File: config.mk
export PLATFORM = sky130hd
export DESIGN_NAME = tsxb_port_regs
export DESIGN_NICKNAME = d
export VERILOG_FILES = /design/src/rtl/tsxb_pkg.sv /design/src/rtl/tsxb_dac_buf.sv /design/src/rtl/tsxb_port_regs.sv
export SDC_FILE = /design/constraint.sdc
export NUM_CORES = 1
export LEC_CHECK = 0
export BUFFER_PORTS_ARGS = -buffer_cell sky130_fd_sc_hd__buf_2
export CAP_MARGIN = 20
export CORE_MARGIN = 3
export CORE_UTILIZATION = 40
export CTS_BUF_LIST = sky130_fd_sc_hd__clkbuf_8
export CTS_CLUSTER_SIZE = 28
export DETAILED_ROUTE_END_ITERATION = 12
export PLACE_DENSITY = 0.79
export SLEW_MARGIN = 20
export SYNTH_ARGS = -nofsm -noshare
export SYNTH_HDL_FRONTEND = slang
export SYNTH_SLANG_ARGS = --single-unit
File: constraint.sdc
create_clock -name clk -period 2.36 [get_ports clk]
set_input_delay 0.472 -clock clk [delete_from_list [all_inputs] [get_ports clk]]
set_output_delay 0.472 -clock clk [all_outputs]
set_load 0.03 [all_outputs]
File: src/rtl/tsxb_pkg.sv
// rtl/tsxb_pkg.sv - shared constants and types for the TSXB port decoder
package tsxb_pkg;

    localparam logic [7:0] TSXB_LO_DEF  = 8'hAF;
    localparam logic [7:0] REG_BASE_DEF = 8'h80;
    localparam logic [7:0] COVOX_LO     = 8'hFB;
    // Soundrive channel ports, index k = channel k
    localparam logic [3:0][7:0] SD_LO   = {8'h5F, 8'h4F, 8'h1F, 8'h0F};

    localparam logic [7:0] ID_HI_A   = 8'h01;
    localparam logic [7:0] ID_VAL_A  = 8'hAA;
    localparam logic [7:0] ID_HI_B   = 8'h02;
    localparam logic [7:0] ID_VAL_B  = 8'h55;
    localparam logic [7:0] STATUS_HI = 8'h03;

    localparam logic [7:0] DAC_MID = 8'h80;

    typedef enum logic [1:0] {
        RD_NONE,
        RD_ID,
        RD_STATUS,
        RD_REG
    } rd_sel_e;

endpackage

File: src/rtl/tsxb_dac_buf.sv
// rtl/tsxb_dac_buf.sv - double-buffered multi-channel DAC latch with sample tick
module tsxb_dac_buf
    import tsxb_pkg::*;
#(
    parameter int NUM_CH     = 4,
    parameter int SAMPLE_DIV = 0
) (
    input  logic                  clk,
    input  logic                  rst_n,
    input  logic [NUM_CH-1:0]     ch_we,
    input  logic [7:0]            wr_data,
    output logic [8*NUM_CH-1:0]   dac_out,
    output logic [NUM_CH-1:0]     dirty,
    output logic                  sample_tick
);

    localparam int CW = (SAMPLE_DIV > 0) ? $clog2(SAMPLE_DIV + 1) : 1;
    localparam logic [CW-1:0] DIV = CW'(SAMPLE_DIV);

    logic [CW-1:0]            cnt_q, cnt_d;
    logic                     tick_q, tick_d;
    logic [NUM_CH-1:0]        dirty_q, dirty_d;
    logic [NUM_CH-1:0][7:0]   pend_q, pend_d;
    logic [NUM_CH-1:0][7:0]   out_q, out_d;

    always_comb begin
        cnt_d   = (cnt_q == DIV) ? '0 : cnt_q + CW'(1);
        tick_d  = (cnt_d == DIV);
        pend_d  = pend_q;
        dirty_d = tick_q ? '0 : dirty_q;
        // A tick publishes the pending values as they stood before this cycle's write
        out_d   = tick_q ? pend_q : out_q;
        for (int k = 0; k < NUM_CH; k++) begin
            if (ch_we[k]) begin
                pend_d[k] = wr_data;
                if (SAMPLE_DIV > 0) dirty_d[k] = 1'b1;
            end
        end
        if (SAMPLE_DIV == 0) out_d = pend_d;
    end

    always_ff @(posedge clk or negedge rst_n) begin
        if (!rst_n) begin
            cnt_q   <= '0;
            tick_q  <= 1'b0;
            dirty_q <= '0;
            pend_q  <= {NUM_CH{DAC_MID}};
            out_q   <= {NUM_CH{DAC_MID}};
        end else begin
            cnt_q   <= cnt_d;
            tick_q  <= tick_d;
            dirty_q <= dirty_d;
            pend_q  <= pend_d;
            out_q   <= out_d;
        end
    end

    assign dac_out     = out_q;
    assign dirty       = dirty_q;
    assign sample_tick = tick_q;

endmodule

File: src/rtl/tsxb_port_regs.sv
// rtl/tsxb_port_regs.sv - TSXB port decoder, register bank and DAC latch top
module tsxb_port_regs
    import tsxb_pkg::*;
#(
    parameter logic [7:0] TSXB_LO    = TSXB_LO_DEF,
    parameter logic [7:0] REG_BASE   = REG_BASE_DEF,
    parameter int         NUM_REGS   = 4,
    parameter int         NUM_CH     = 4,
    parameter int         SAMPLE_DIV = 0
) (
    input  logic                    clk,
    input  logic                    rst_n,
    input  logic [15:0]             addr,
    input  logic [7:0]              data_in,
    output logic [7:0]              data_out,
    input  logic                    rnw,
    input  logic                    port_req,
    output logic                    port_en,
    output logic                    port_stb,
    output logic [8*NUM_REGS-1:0]   regs_flat,
    output logic [NUM_REGS-1:0]     reg_wstb,
    output logic [8*NUM_CH-1:0]     dac_out,
    output logic                    sample_tick
);

    localparam int IW = (NUM_REGS > 1) ? $clog2(NUM_REGS) : 1;
    localparam logic [8:0] REG_END = {1'b0, REG_BASE} + 9'(NUM_REGS);

    if (NUM_REGS < 1 || NUM_REGS > 32 || int'(REG_BASE) + NUM_REGS > 256
        || NUM_CH < 1 || NUM_CH > 4) begin : g_param_err
        $error("tsxb_port_regs: NUM_REGS/REG_BASE/NUM_CH out of range");
    end

    logic                       req_q, req_d;
    logic                       stb_q, stb_d;
    logic [NUM_REGS-1:0][7:0]   regs_q, regs_d;
    logic [NUM_REGS-1:0]        wstb_q, wstb_d;

    logic [7:0]         loa, hia, reg_off, status;
    logic               win, cov, reg_hit, wr_act, iord_en, iowr_en;
    logic [3:0]         sd_hit;
    logic [IW-1:0]      reg_idx;
    logic [NUM_CH-1:0]  ch_we, dirty;
    rd_sel_e            rd_sel;

    assign loa     = addr[7:0];
    assign hia     = addr[15:8];
    assign win     = (loa == TSXB_LO);
    assign cov     = (loa == COVOX_LO);
    assign reg_hit = ({1'b0, hia} >= {1'b0, REG_BASE}) && ({1'b0, hia} < REG_END);
    assign reg_off = hia - REG_BASE;
    assign reg_idx = reg_off[IW-1:0];
    assign wr_act  = stb_q & ~rnw;

    always_comb begin
        for (int k = 0; k < 4; k++) sd_hit[k] = (loa == SD_LO[k]);
        rd_sel = RD_NONE;
        if (win) begin
            if (hia == ID_HI_A || hia == ID_HI_B) rd_sel = RD_ID;
            else if (hia == STATUS_HI)            rd_sel = RD_STATUS;
            else if (reg_hit)                     rd_sel = RD_REG;
        end
    end

    always_comb begin
        status = 8'h00;
        status[NUM_CH-1:0] = dirty;
        case (rd_sel)
            RD_ID:     data_out = (hia == ID_HI_A) ? ID_VAL_A : ID_VAL_B;
            RD_STATUS: data_out = status;
            RD_REG:    data_out = regs_q[reg_idx];
            default:   data_out = 8'hFF;
        endcase
    end

    assign iord_en = (rd_sel != RD_NONE);
    assign iowr_en = cov | (|sd_hit[NUM_CH-1:0]) | (rd_sel == RD_REG);
    assign port_en = rnw ? iord_en : iowr_en;

    always_comb begin
        req_d  = port_req;
        stb_d  = port_req & ~req_q;
        regs_d = regs_q;
        wstb_d = '0;
        if (wr_act && rd_sel == RD_REG) begin
            regs_d[reg_idx] = data_in;
            wstb_d[reg_idx] = 1'b1;
        end
        for (int k = 0; k < NUM_CH; k++) ch_we[k] = wr_act & (cov | sd_hit[k]);
    end

    // req_q resets high so a request already asserted at reset release is not an edge
    always_ff @(posedge clk or negedge rst_n) begin
        if (!rst_n) begin
            req_q  <= 1'b1;
            stb_q  <= 1'b0;
            regs_q <= '0;
            wstb_q <= '0;
        end else begin
            req_q  <= req_d;
            stb_q  <= stb_d;
            regs_q <= regs_d;
            wstb_q <= wstb_d;
        end
    end

    tsxb_dac_buf #(
        .NUM_CH     (NUM_CH),
        .SAMPLE_DIV (SAMPLE_DIV)
    ) u_dac (
        .clk         (clk),
        .rst_n       (rst_n),
        .ch_we       (ch_we),
        .wr_data     (data_in),
        .dac_out     (dac_out),
        .dirty       (dirty),
        .sample_tick (sample_tick)
    );

    assign port_stb  = stb_q;
    assign regs_flat = regs_q;
    assign reg_wstb  = wstb_q;

endmodule

==> metrics.txt, run 1 <==
dpl ws -0.270 ns; via count 2230; Finish-stage setup viols 9; drt wl/cell 17.1 um; Rel. slew slack 0.412; post-synthesis sequential area ratio 0.580; number of max-cap violations 0; CTS Buffer Depth 2; Cell Area, Synth 0.00308 mm^2; CP startpoint kind input port; flops & latches, synth 71; Diodes inserted 0; cts bufs inserted 9; Global Route met2 Usage 0.277; Pre-antenna DRT Iters 4; routing usage on met3 0.0385; DR iter-0 viols 68; core area 0.00737 mm^2; Reg clk slew, reported paths 0.07 ns; die height 93.7 um; final hold vios 0; Seq. cell area 0.00178 mm^2; die width 93.7 um; Setup Skew 0.00540 ns; total track usage 0.175; die area 0.00878 mm^2; setup bufs post-CTS 0; WS Path Type input port to primary output; Cell variety after synth 34; Vias/cell 5.05; Worst VDD drop 0.380 mV; area added between synthesis and finish 37.3%; gr ovfl total 0; Multi-input gate area 0.00135 mm^2; Worst setup EP type primary output; Initial Utilization 0.417; Num Clock Sinks 71; Fillers 617; fin. max-slew vios 0; leakage power 2.27 nW; failing checks setup timing; CTS tree yes; cell row count 31; CTS root buf clkbuf_8; Setup TNS -1.04 ns; PortBufs 106; NumNets Final 366; Final min period 2.49 ns; layout cell share with drive strength beyond 1 0.682; worst min path class input port to register; Yosys warnings 0; H-tree Lvls 3; pin count of the biggest net entering global routing 72; GRT busiest layer met2; met1 Use GR 0.233; antenna violations before repair 0; Worst Path Max Fanout 4; Mapped Cells 213; Syn Nets 241; drt total wl 7550 um; post-route ant nets 0; highest achievable clock rate 402 MHz; first-pass GRT wire length 11700 um; CP required 1.89 ns; pwr dens 562 mW/mm^2; clk_lat worst skew 0.33 ns; DPL Wire Length 5490 um; Setup WS post-layout -0.126 ns; arrival time worst endpoint 2.01 ns; Mean Syn Cell Area 14.4 um^2; DRC 0; RSZ-0062 raised after global routing yes; I/O Pins 107; status finished, violations left; Final Cycle Share 1.05; vias in the first global route 2270; routability cong. 0.829; Worst Tran Pin Value 0.882 ns
metrics by stage:
stage / std cells / util / power (mW) / area (um^2) / hold slack, ns
6_report: 442 / 0.573 / 2.37 / 4220 / 0.248
3_3_place_gp: 426 / 0.537 / 1.45 / 3950 / 0.471
3_5_place_dp: 426 / 0.537 / 1.45 / 3950 / 0.484
2_1_floorplan: 213 / - / 1.35 / 3180 / 0.176
5_1_grt: 442 / 0.573 / 2.47 / 4220 / 0.231
4_1_cts: 442 / 0.572 / 2.40 / 4220 / 0.228
sequential cells by signal (all words and copies together) (netlist names):
| name | count |
|---|---|
| regs_flat | 32 |
| u_dac.pend_q | 32 |
| reg_wstb | 4 |
| port_stb | 1 |
| req_q | 1 |
| u_dac.sample_tick | 1 |
final cells by class:
class / instances / share of cell area
clock buffers: 11 / 0.0358
clock inverters: 5 / 0.0107
multi-input cells: 133 / 0.320
flip-flops and latches: 71 / 0.422
well taps: 99 / 0.0293
repair buffers: 123 / 0.182
worst max-delay path: stages:
cell and delay (ns):
buf_6 0.09, or4_4 0.52, or3_4 0.43, nor3_4 0.17, buf_12 0.15, nand2_4 0.04
buf_6 0.13
Yosys cell counts:
library cell  number  area, um^2
buf_4              1        7.51
nand3b_1           1        7.51
or4b_1             1        10.0
nor3_1             5        25.0
or4_1              1        7.51
conb_1             1        3.75
nor3b_1            1        7.51
nand2_2            1        6.26
nand2b_1           1        6.26
mux4_2             8         180
nand4b_1           1        8.76
nor4_4             1        21.3
o21ai_0            1        5.00
nor2b_1            2        12.5
dfstp_2            5         131
o22ai_1            2        12.5
mux2_2            64         721
a21oi_1            1        5.00
nor2_1             3        11.3
a21o_1             1        7.51
or3_1              2        12.5
buf_1              1        3.75
or3b_2             2        17.5
and3_1             1        6.26
o21bai_1           1        7.51
nand4_1            2        12.5
or2_2              1        6.26
a21oi_2            1        8.76
dfrtp_1           66        1650
nor4_1             1        6.26
clkbuf_1           7        26.3
nand2_1           19        71.3
nand3_1            5        25.0
nand3b_2           2        22.5
where the power goes:
group	internal (mW)	leakage, nW	total [mW]	switching [mW]
clock network	0.531	0.115	0.941	0.409
registers	1.24	0.968	1.25	0.00886
logic	0.0643	1.18	0.188	0.123
repair_timing:
item / 4_1_cts / 5_1_grt
endpoints found under the setup margin: 9 / 9
gates resized for setup: 20 / 1
pin swaps: 1 / 1
hold buffers: 0 / 0
cloned: 0 / 0
cell families (layout without fill, tap and decap cells):
logic type,after synthesis,count (layout),share of synthesized area
buffers and inverters,9,139,0.0122
other,1,1,0.00122
AO/OA/AOI/OAI,7,7,0.0151
AND/OR/NAND/NOR,53,53,0.0989
flip-flops,71,71,0.580
multiplexers,72,72,0.293
routing by layer:
metal / routed length (um) / part of all wire / vias up
li1: - / - / 1025
met1: 3360 / 0.45 / 1122
met2: 3630 / 0.48 / 70
met4: 163 / 0.022 / 0
met5: 0 / 0 / -
met3: 392 / 0.052 / 13
layout by cell type, fill, tap and decap left out, types with 2 or more instances in the layout:
cell type and count:
dfstp_2 5, clkbuf_8 11, buf_4 15, buf_12 3
nand2_1 11, buf_6 11, nor2b_1 2, mux4_2 8
nor3_1 3, nand2_4 8, o22ai_1 2, dfrtp_1 66
nor2_1 3, inv_1 4, mux2_2 64, or3b_2 2
nand3b_2 2, nor3_4 2, buf_2 94, nand4_1 2
a21oi_2 2, nand3_1 5
path summary, 6_finish.rpt:
check	startpoint	cells past startpoint	slack, ns	to
setup / recovery	addr[14]	7	-0.13	data_out[1]
hold / removal	port_req	1	0.25	req_q
setup reg to reg	port_stb	4	0.63	u_dac.pend_q[6]
hold reg to reg	req_q	1	0.49	port_stb
max in group asynchronous	rst_n	1	1.53	u_dac.pend_q[6]
min in group asynchronous	rst_n	1	0.26	reg_wstb[3]
Power figures use the tool's default switching activity.
==> run 2: changes to the inputs <==
--- a/config.mk
+++ b/config.mk
@@ -12,8 +12,10 @@
 export CTS_BUF_LIST = sky130_fd_sc_hd__clkbuf_8
 export CTS_CLUSTER_SIZE = 28
 export DETAILED_ROUTE_END_ITERATION = 12
-export PLACE_DENSITY = 0.79
+export GPL_TIMING_DRIVEN = 1
+export PLACE_DENSITY = 0.78
 export SLEW_MARGIN = 20
 export SYNTH_ARGS = -nofsm -noshare
 export SYNTH_HDL_FRONTEND = slang
+export SYNTH_HIERARCHICAL = 1
 export SYNTH_SLANG_ARGS = --single-unit
==> run 2 against run 1 <==
The run still ends with setup timing left. Sequential share of layout area decreased by 1.2 points. Clock-buffer cell count is 1 lower. Routed wire length is 10% higher. Fmax rose by 3.4%. Sequential power is essentially flat. Power down 4.3%. Worst setup slack better by 0.082 ns. Critical path depth down 1. Critical endpoint is now data_out[0]. Largest power group unchanged.
==> metrics.txt, run 2 <==
metal2 WL 4120 um (was 3630 um); CTS Buffer Depth 2 (unchanged); NumNets Final 374 (was 366); Worst setup EP type primary output (unchanged); Diodes inserted 0 (unchanged); Final Cycle Share 1.02 (was 1.05); FF-to-FF path depth 5 (was 4); leading area contributor after synthesis dfrtp_1 (unchanged); worst path cell trace buf_6 -> nor4_4 -> nand2_2 -> or4_4 -> a221o_1 -> buf_6 (was buf_6 -> or4_4 -> or3_4 -> nor3_4 -> buf_12 -> nand2_4 -> buf_6); Slowest Stage Delay on Critical Path 0.48 ns (was 0.52 ns); die height 96.9 um (was 93.7 um); final std cells w/o fill 453 (was 442); post-synthesis sequential area ratio 0.539 (was 0.580); final design utilization 0.552 (was 0.573); flops & latches, synth 71 (unchanged); Post-synth EDFFs 0 (unchanged); CP startpoint kind input port (unchanged); met3 WL 542 um (was 392 um); Vias/cell 5.16 (was 5.05); DRC 0 (unchanged); Cell Area, Synth 0.00331 mm^2 (was 0.00308 mm^2); WS Path Type input port to primary output (unchanged); I/O Pins 107 (unchanged); PortBufs 106 (unchanged); Num Clock Sinks 71 (unchanged); met1 wire length 3600 um (was 3360 um); post-route ant nets 0 (unchanged); gr ovfl total 0 (unchanged); vias in the first global route 2346 (was 2270); Initial Utilization 0.419 (was 0.417); commonest non-fill, non-tap cells in the layout buf_2 (95), dfrtp_1 (66), mux2_2 (32), mux2_4 (32), buf_4 (20) (was buf_2 (94), dfrtp_1 (66), mux2_2 (64), buf_4 (15)); Worst Path Max Fanout 4 (unchanged); worst min path class input port to asynchronous set/reset pin (was input port to register); post-route design area 0.00435 mm^2 (was 0.00422 mm^2); fin. max-slew vios 0 (unchanged); CP top delay family simple AND/OR/NAND/NOR gates (unchanged); most frequent cell after synthesis dfrtp_1 (unchanged); clk_lat worst skew 0.33 ns (about the same); leading post-synthesis cells by cell area dfrtp_1 (50%), mux2_4 (15%), mux2_2 (11%) (was dfrtp_1 (54%), mux2_2 (23%), mux4_2 (5.9%)); reg-to-reg setup timing slack 0.60 ns (was 0.63 ns); DR iter-0 viols 95 (was 68); H-tree Lvls 3 (unchanged); pin count of the biggest net entering global routing 72 (unchanged); layout cell share with drive strength beyond 1 0.661 (was 0.682); cts bufs inserted 9 (unchanged); dpl ws -0.242 ns (was -0.270 ns); Setup WS post-layout -0.0439 ns (was -0.126 ns); CTS tree yes (unchanged); Worst VDD drop 0.288 mV (was 0.380 mV); highest achievable clock rate 416 MHz (was 402 MHz); Pre-antenna DRT Iters 4 (unchanged); commonest non-fill, non-tap cell in the layout buf_2 (unchanged); status finished, violations left (unchanged); placed inst area 0.00409 mm^2 (was 0.00395 mm^2); max layer used met4 (unchanged); area added between synthesis and finish 31.6% (was 37.3%); Reg clk slew, reported paths 0.07 ns (about the same); placed cell count 435 (was 426); commonest cells in the netlist dfrtp_1 (66), mux2_2 (32), mux2_4 (32), mux4_2 (8), nor2_1 (7) (was dfrtp_1 (66), mux2_2 (64), nand2_1 (19), mux4_2 (8), clkbuf_1 (7)); first-pass GRT wire length 13000 um (was 11700 um); total track usage 0.176 (was 0.175); worst r2r src port_stb (unchanged); cts hold-fix bufs 0 (unchanged); RSZ-0062 raised after global routing yes (unchanged); die width 96.9 um (was 93.7 um); commonest register cell after synthesis dfrtp_1 (unchanged); Final min period 2.40 ns (was 2.49 ns); final hold vios 0 (unchanged); core area 0.00789 mm^2 (was 0.00737 mm^2); routability cong. 0.899 (was 0.829); DPL Wire Length 5910 um (was 5490 um); post-synth top area share 0.500 (was 0.537); Power Total 2.27 mW (was 2.37 mW); Mean Syn Cell Area 15.4 um^2 (was 14.4 um^2); pwr dens 522 mW/mm^2 (was 562 mW/mm^2); die area 0.00939 mm^2 (was 0.00878 mm^2); drt total wl 8320 um (was 7550 um); cell row count 32 (was 31); Crit. Startpoint addr[12] (was addr[14]); RR Endpoint regs_flat[21] (was u_dac.pend_q[6]); via count 2336 (was 2230); CP max-delay cell or4_4 (unchanged); Post-synth ARST share 1.00 (unchanged); arrival time worst endpoint 1.93 ns (was 2.01 ns); Finish-stage setup viols 4 (was 9); CP bufs+invs 2 (was 3); leakage power 2.33 nW (was 2.27 nW); Yosys warnings 6 (was 0); CP required 1.89 ns (about the same); Setup Skew 0.00948 ns (was 0.00540 ns); Mapped Cells 214 (was 213); drt wl/cell 18.4 um (was 17.1 um); most frequent cell on the critical path buf_6 (unchanged); failing checks setup timing (unchanged); CTS root buf clkbuf_8 (unchanged); Cell variety after synth 34 (unchanged); number of max-cap violations 0 (unchanged); antenna violations before repair 0 (unchanged)
[run 2: changes by cell type after synthesis, sizes merged, moves of 3 or more]
cell | before | now
nand2b | 1 | 5
a221o | 0 | 4
clkbuf | 7 | 1
nand2 | 20 | 6
buf | 2 | 11
a21o | 1 | 4
nor2 | 3 | 10
[run 2: cell families after synthesis]
| kind of cell | synth area share |
|---|---|
| mux | 0.309 |
| flops | 0.539 |
| simple gates | 0.0867 |
| compound gates | 0.0348 |
| buf+inv | 0.0280 |
| other cells | 0.00227 |
[run 2: area by class of cell]
class                           count  area [um^2]
Fill cell                         682         3540
Sequential cell                    71         1780
Multi-Input combinational cell    134         1460
Timing Repair Buffer              130          821
Clock buffer                       10          138
Tap cell                          102          128
Clock inverter                      6         25.0
[run 2: timing repair]
action                                  CTS  global route
setup buffers                             2             0
pin swaps                                 6             2
gates cloned                              1             0
resized for setup                        17            11
endpoints found under the setup margin    9             9
[run 2: how the worst max path moves through the flow]
stage                     slack [ns]          end  depth (start not counted)
final                          -0.04  data_out[0]                          6
after detailed placement       -0.24  data_out[3]                          6
after floorplan                 0.03  data_out[0]                          4
after CTS                      -0.05  data_out[3]                          6
after global routing           -0.11  data_out[0]                          6
after global placement         -0.17  data_out[0]                          6
[run 2: power breakdown]
group	internal, mW	switching (mW)
Combinational	0.0835	0.132
Clock	0.392	0.418
Sequential	1.24	0.0103
Total	1.71	0.560
[run 2: routing by layer]
metal	up-vias	global-route usage
li1	1047	-
met2	81	0.278
met5	-	0
met1	1202	0.237
met4	0	0.0616
met3	6	0.0454
[run 2: metrics by stage]
step	hold WS (ns)	TNS (ns)
floorplan	0.176	0
global placement	0.477	-0.999
detailed placement	0.490	-1.45
CTS	0.168	-0.134
global route	0.175	-0.509
finish	0.163	-0.136
==> run 3: changes to the inputs <==
==> constraint.sdc (replaced) <==
create_clock -name clk -period 2.2 [get_ports clk]
set_input_delay 0.44 -clock clk [delete_from_list [all_inputs] [get_ports clk]]
set_output_delay 0.44 -clock clk [all_outputs]
set_load 0.03 [all_outputs]
==> run 3 against run 2 <==
The run still ends with setup timing left. Critical endpoint unchanged. Combinational power rose by 7%. Die area did not move. First-iteration DRC count is 16% lower. Clock power rose by 15%. Final area rose by 1.4%. Final cell count rose by 1.5%. Clock skew shrank 0.0038 ns. Largest power group unchanged. Power increased by 10%. Register-to-register slack got worse by 0.12 ns.
==> metrics.txt, run 3 (same netlist as run 2, synthesis figures left out) <==
worst r2r src port_stb (unchanged); I/O Pins 107 (unchanged); die height 96.9 um (unchanged); CP startpoint kind input port (unchanged); number of max-cap violations 0 (unchanged); DPL Wire Length 6010 um (was 5910 um); PortBufs 106 (unchanged); part of the power in combinational logic 0.092 (was 0.095); final hold vios 0 (unchanged); worst path cell trace buf_2 -> and4bb_2 -> nand2_2 -> or4_4 -> a221o_2 -> buf_6 (was buf_6 -> nor4_4 -> nand2_2 -> or4_4 -> a221o_1 -> buf_6); post-route design area 0.00441 mm^2 (was 0.00435 mm^2); Worst VDD drop 0.355 mV (was 0.288 mV); Diodes inserted 0 (unchanged); via count 2354 (was 2336); failing checks setup timing (unchanged); CP max-delay cell or4_4 (unchanged); total track usage 0.182 (was 0.176); Worst setup EP type primary output (unchanged); vias in the first global route 2519 (was 2346); leakage power 2.36 nW (was 2.33 nW); Worst Path Max Fanout 3 (was 4); post-route ant nets 0 (unchanged); Setup WS post-layout -0.129 ns (was -0.0439 ns); CTS Buffer Depth 2 (unchanged); clock network power share 0.372 (was 0.356); final hold slack 0.0999 ns (was 0.163 ns); DR iter-0 viols 80 (was 95); placed inst area 0.00414 mm^2 (was 0.00409 mm^2); die area 0.00939 mm^2 (unchanged); CP required 1.76 ns (was 1.89 ns); die width 96.9 um (unchanged); area added between synthesis and finish 33.4% (was 31.6%); FF-to-FF path depth 5 (unchanged); sequential share of power 0.535 (was 0.549); commonest non-fill, non-tap cells in the layout buf_2 (95), dfrtp_1 (66), mux2_2 (32), mux2_4 (32), buf_4 (28) (was buf_2 (95), dfrtp_1 (66), mux2_2 (32), mux2_4 (32), buf_4 (20)); Setup Skew 0.00566 ns (was 0.00948 ns); Psw 624 uW (was 560 uW); core area 0.00789 mm^2 (unchanged); Final Cycle Share 1.06; drt wl/cell 18.0 um (was 18.4 um); Crit. Startpoint addr[4] (was addr[12]); Sw Ratio 0.250 (was 0.246); Int Power 1.88 mW (was 1.71 mW); clk_lat worst skew 0.34 ns (was 0.33 ns); CTS tree yes (unchanged); Pre-antenna DRT Iters 4 (unchanged); routability cong. 0.886 (was 0.899); WS Path Type input port to primary output (unchanged); first-pass GRT wire length 13500 um (was 13000 um); NumNets Final 381 (was 374); RSZ-0062 raised after global routing yes (unchanged); arrival time worst endpoint 1.89 ns (was 1.93 ns); pwr dens 567 mW/mm^2 (was 522 mW/mm^2); pin count of the biggest net entering global routing 72 (unchanged); antenna violations before repair 0 (unchanged); commonest non-fill, non-tap cell in the layout buf_2 (unchanged); highest achievable clock rate 429 MHz; gr ovfl total 0 (unchanged); status finished, violations left (unchanged); Slowest Stage Delay on Critical Path 0.48 ns (about the same); RR Endpoint regs_flat[4] (was regs_flat[21]); Finish-stage setup viols 8 (was 4); drt total wl 8270 um (was 8320 um); worst min path class input port to asynchronous set/reset pin (unchanged); cell row count 32 (unchanged); cts bufs inserted 9 (unchanged); Final min period 2.33 ns; Vias/cell 5.12 (was 5.16); final design utilization 0.559 (was 0.552); Initial Utilization 0.419 (unchanged); fin. max-slew vios 0 (unchanged); Num Clock Sinks 71 (unchanged); reg-to-reg setup timing slack 0.48 ns (was 0.60 ns); crit path to data_out[0] (unchanged); Fillers 680 (was 682); Reg clk slew, reported paths 0.07 ns (about the same); H-tree Lvls 3 (unchanged); DRC 0 (unchanged); CTS root buf clkbuf_8 (unchanged); layout cell share with drive strength beyond 1 0.684 (was 0.661)
[run 3: what timing repair did]
item	in CTS	in global routing
endpoints found under the setup margin	9	9
pin swaps	5	3
hold buffers	0	0
gates resized for setup	23	0
setup buffers	1	0
[run 3: worst min-delay path by stage]
stage	start	to	slack [ns]
after floorplan	rst_n	port_stb	0.14
after global placement	req_q	port_stb	0.47
after detailed placement	req_q	port_stb	0.48
after CTS	rst_n	regs_flat[22]	0.11
after global routing	rst_n	regs_flat[14]	0.13
final	rst_n	regs_flat[22]	0.1
[run 3: power by group through the flow]
stage	Sequential (mW)	Combinational, mW	Clock (mW)
2_1_floorplan	1.40	0.0702	0
3_5_place_dp	1.36	0.228	0
4_1_cts	1.34	0.235	0.957
3_3_place_gp	1.36	0.222	0
6_report	1.34	0.231	0.931
5_1_grt	1.34	0.252	1.01
[run 3: cell type report]
type | count | area, um^2 | area share
Timing Repair Buffer | 137 | 861 | 0.195
Multi-Input combinational cell | 134 | 1460 | 0.332
Sequential cell | 71 | 1780 | 0.404
Tap cell | 102 | 128 | 0.0289
Clock inverter | 5 | 25.0 | 0.00567
Clock buffer | 11 | 151 | 0.0343
[run 3: layer usage]
metal  GRT usage  wire length (um)
met5           0                 0
met4      0.0724               119
met3      0.0461               541
met2       0.290              3990
met1       0.239              3610
[run 3: through the flow]
stage	std cells	setup WS (ns)	setup TNS, ns	power [mW]
floorplan	217	-0.0467	-0.187	1.47
global placement	443	-0.256	-1.99	1.58
detailed placement	443	-0.283	-2.24	1.59
CTS	460	-0.147	-1.06	2.53
global route	460	-0.177	-1.37	2.61
finish	460	-0.129	-0.892	2.50
[run 3: worst max-delay path: cells and delay by family]
kind	cells	cell delay, ns
AND/OR/NAND/NOR	3	0.88
AO/OA/AOI/OAI	1	0.33
buffers and inverters	2	0.24
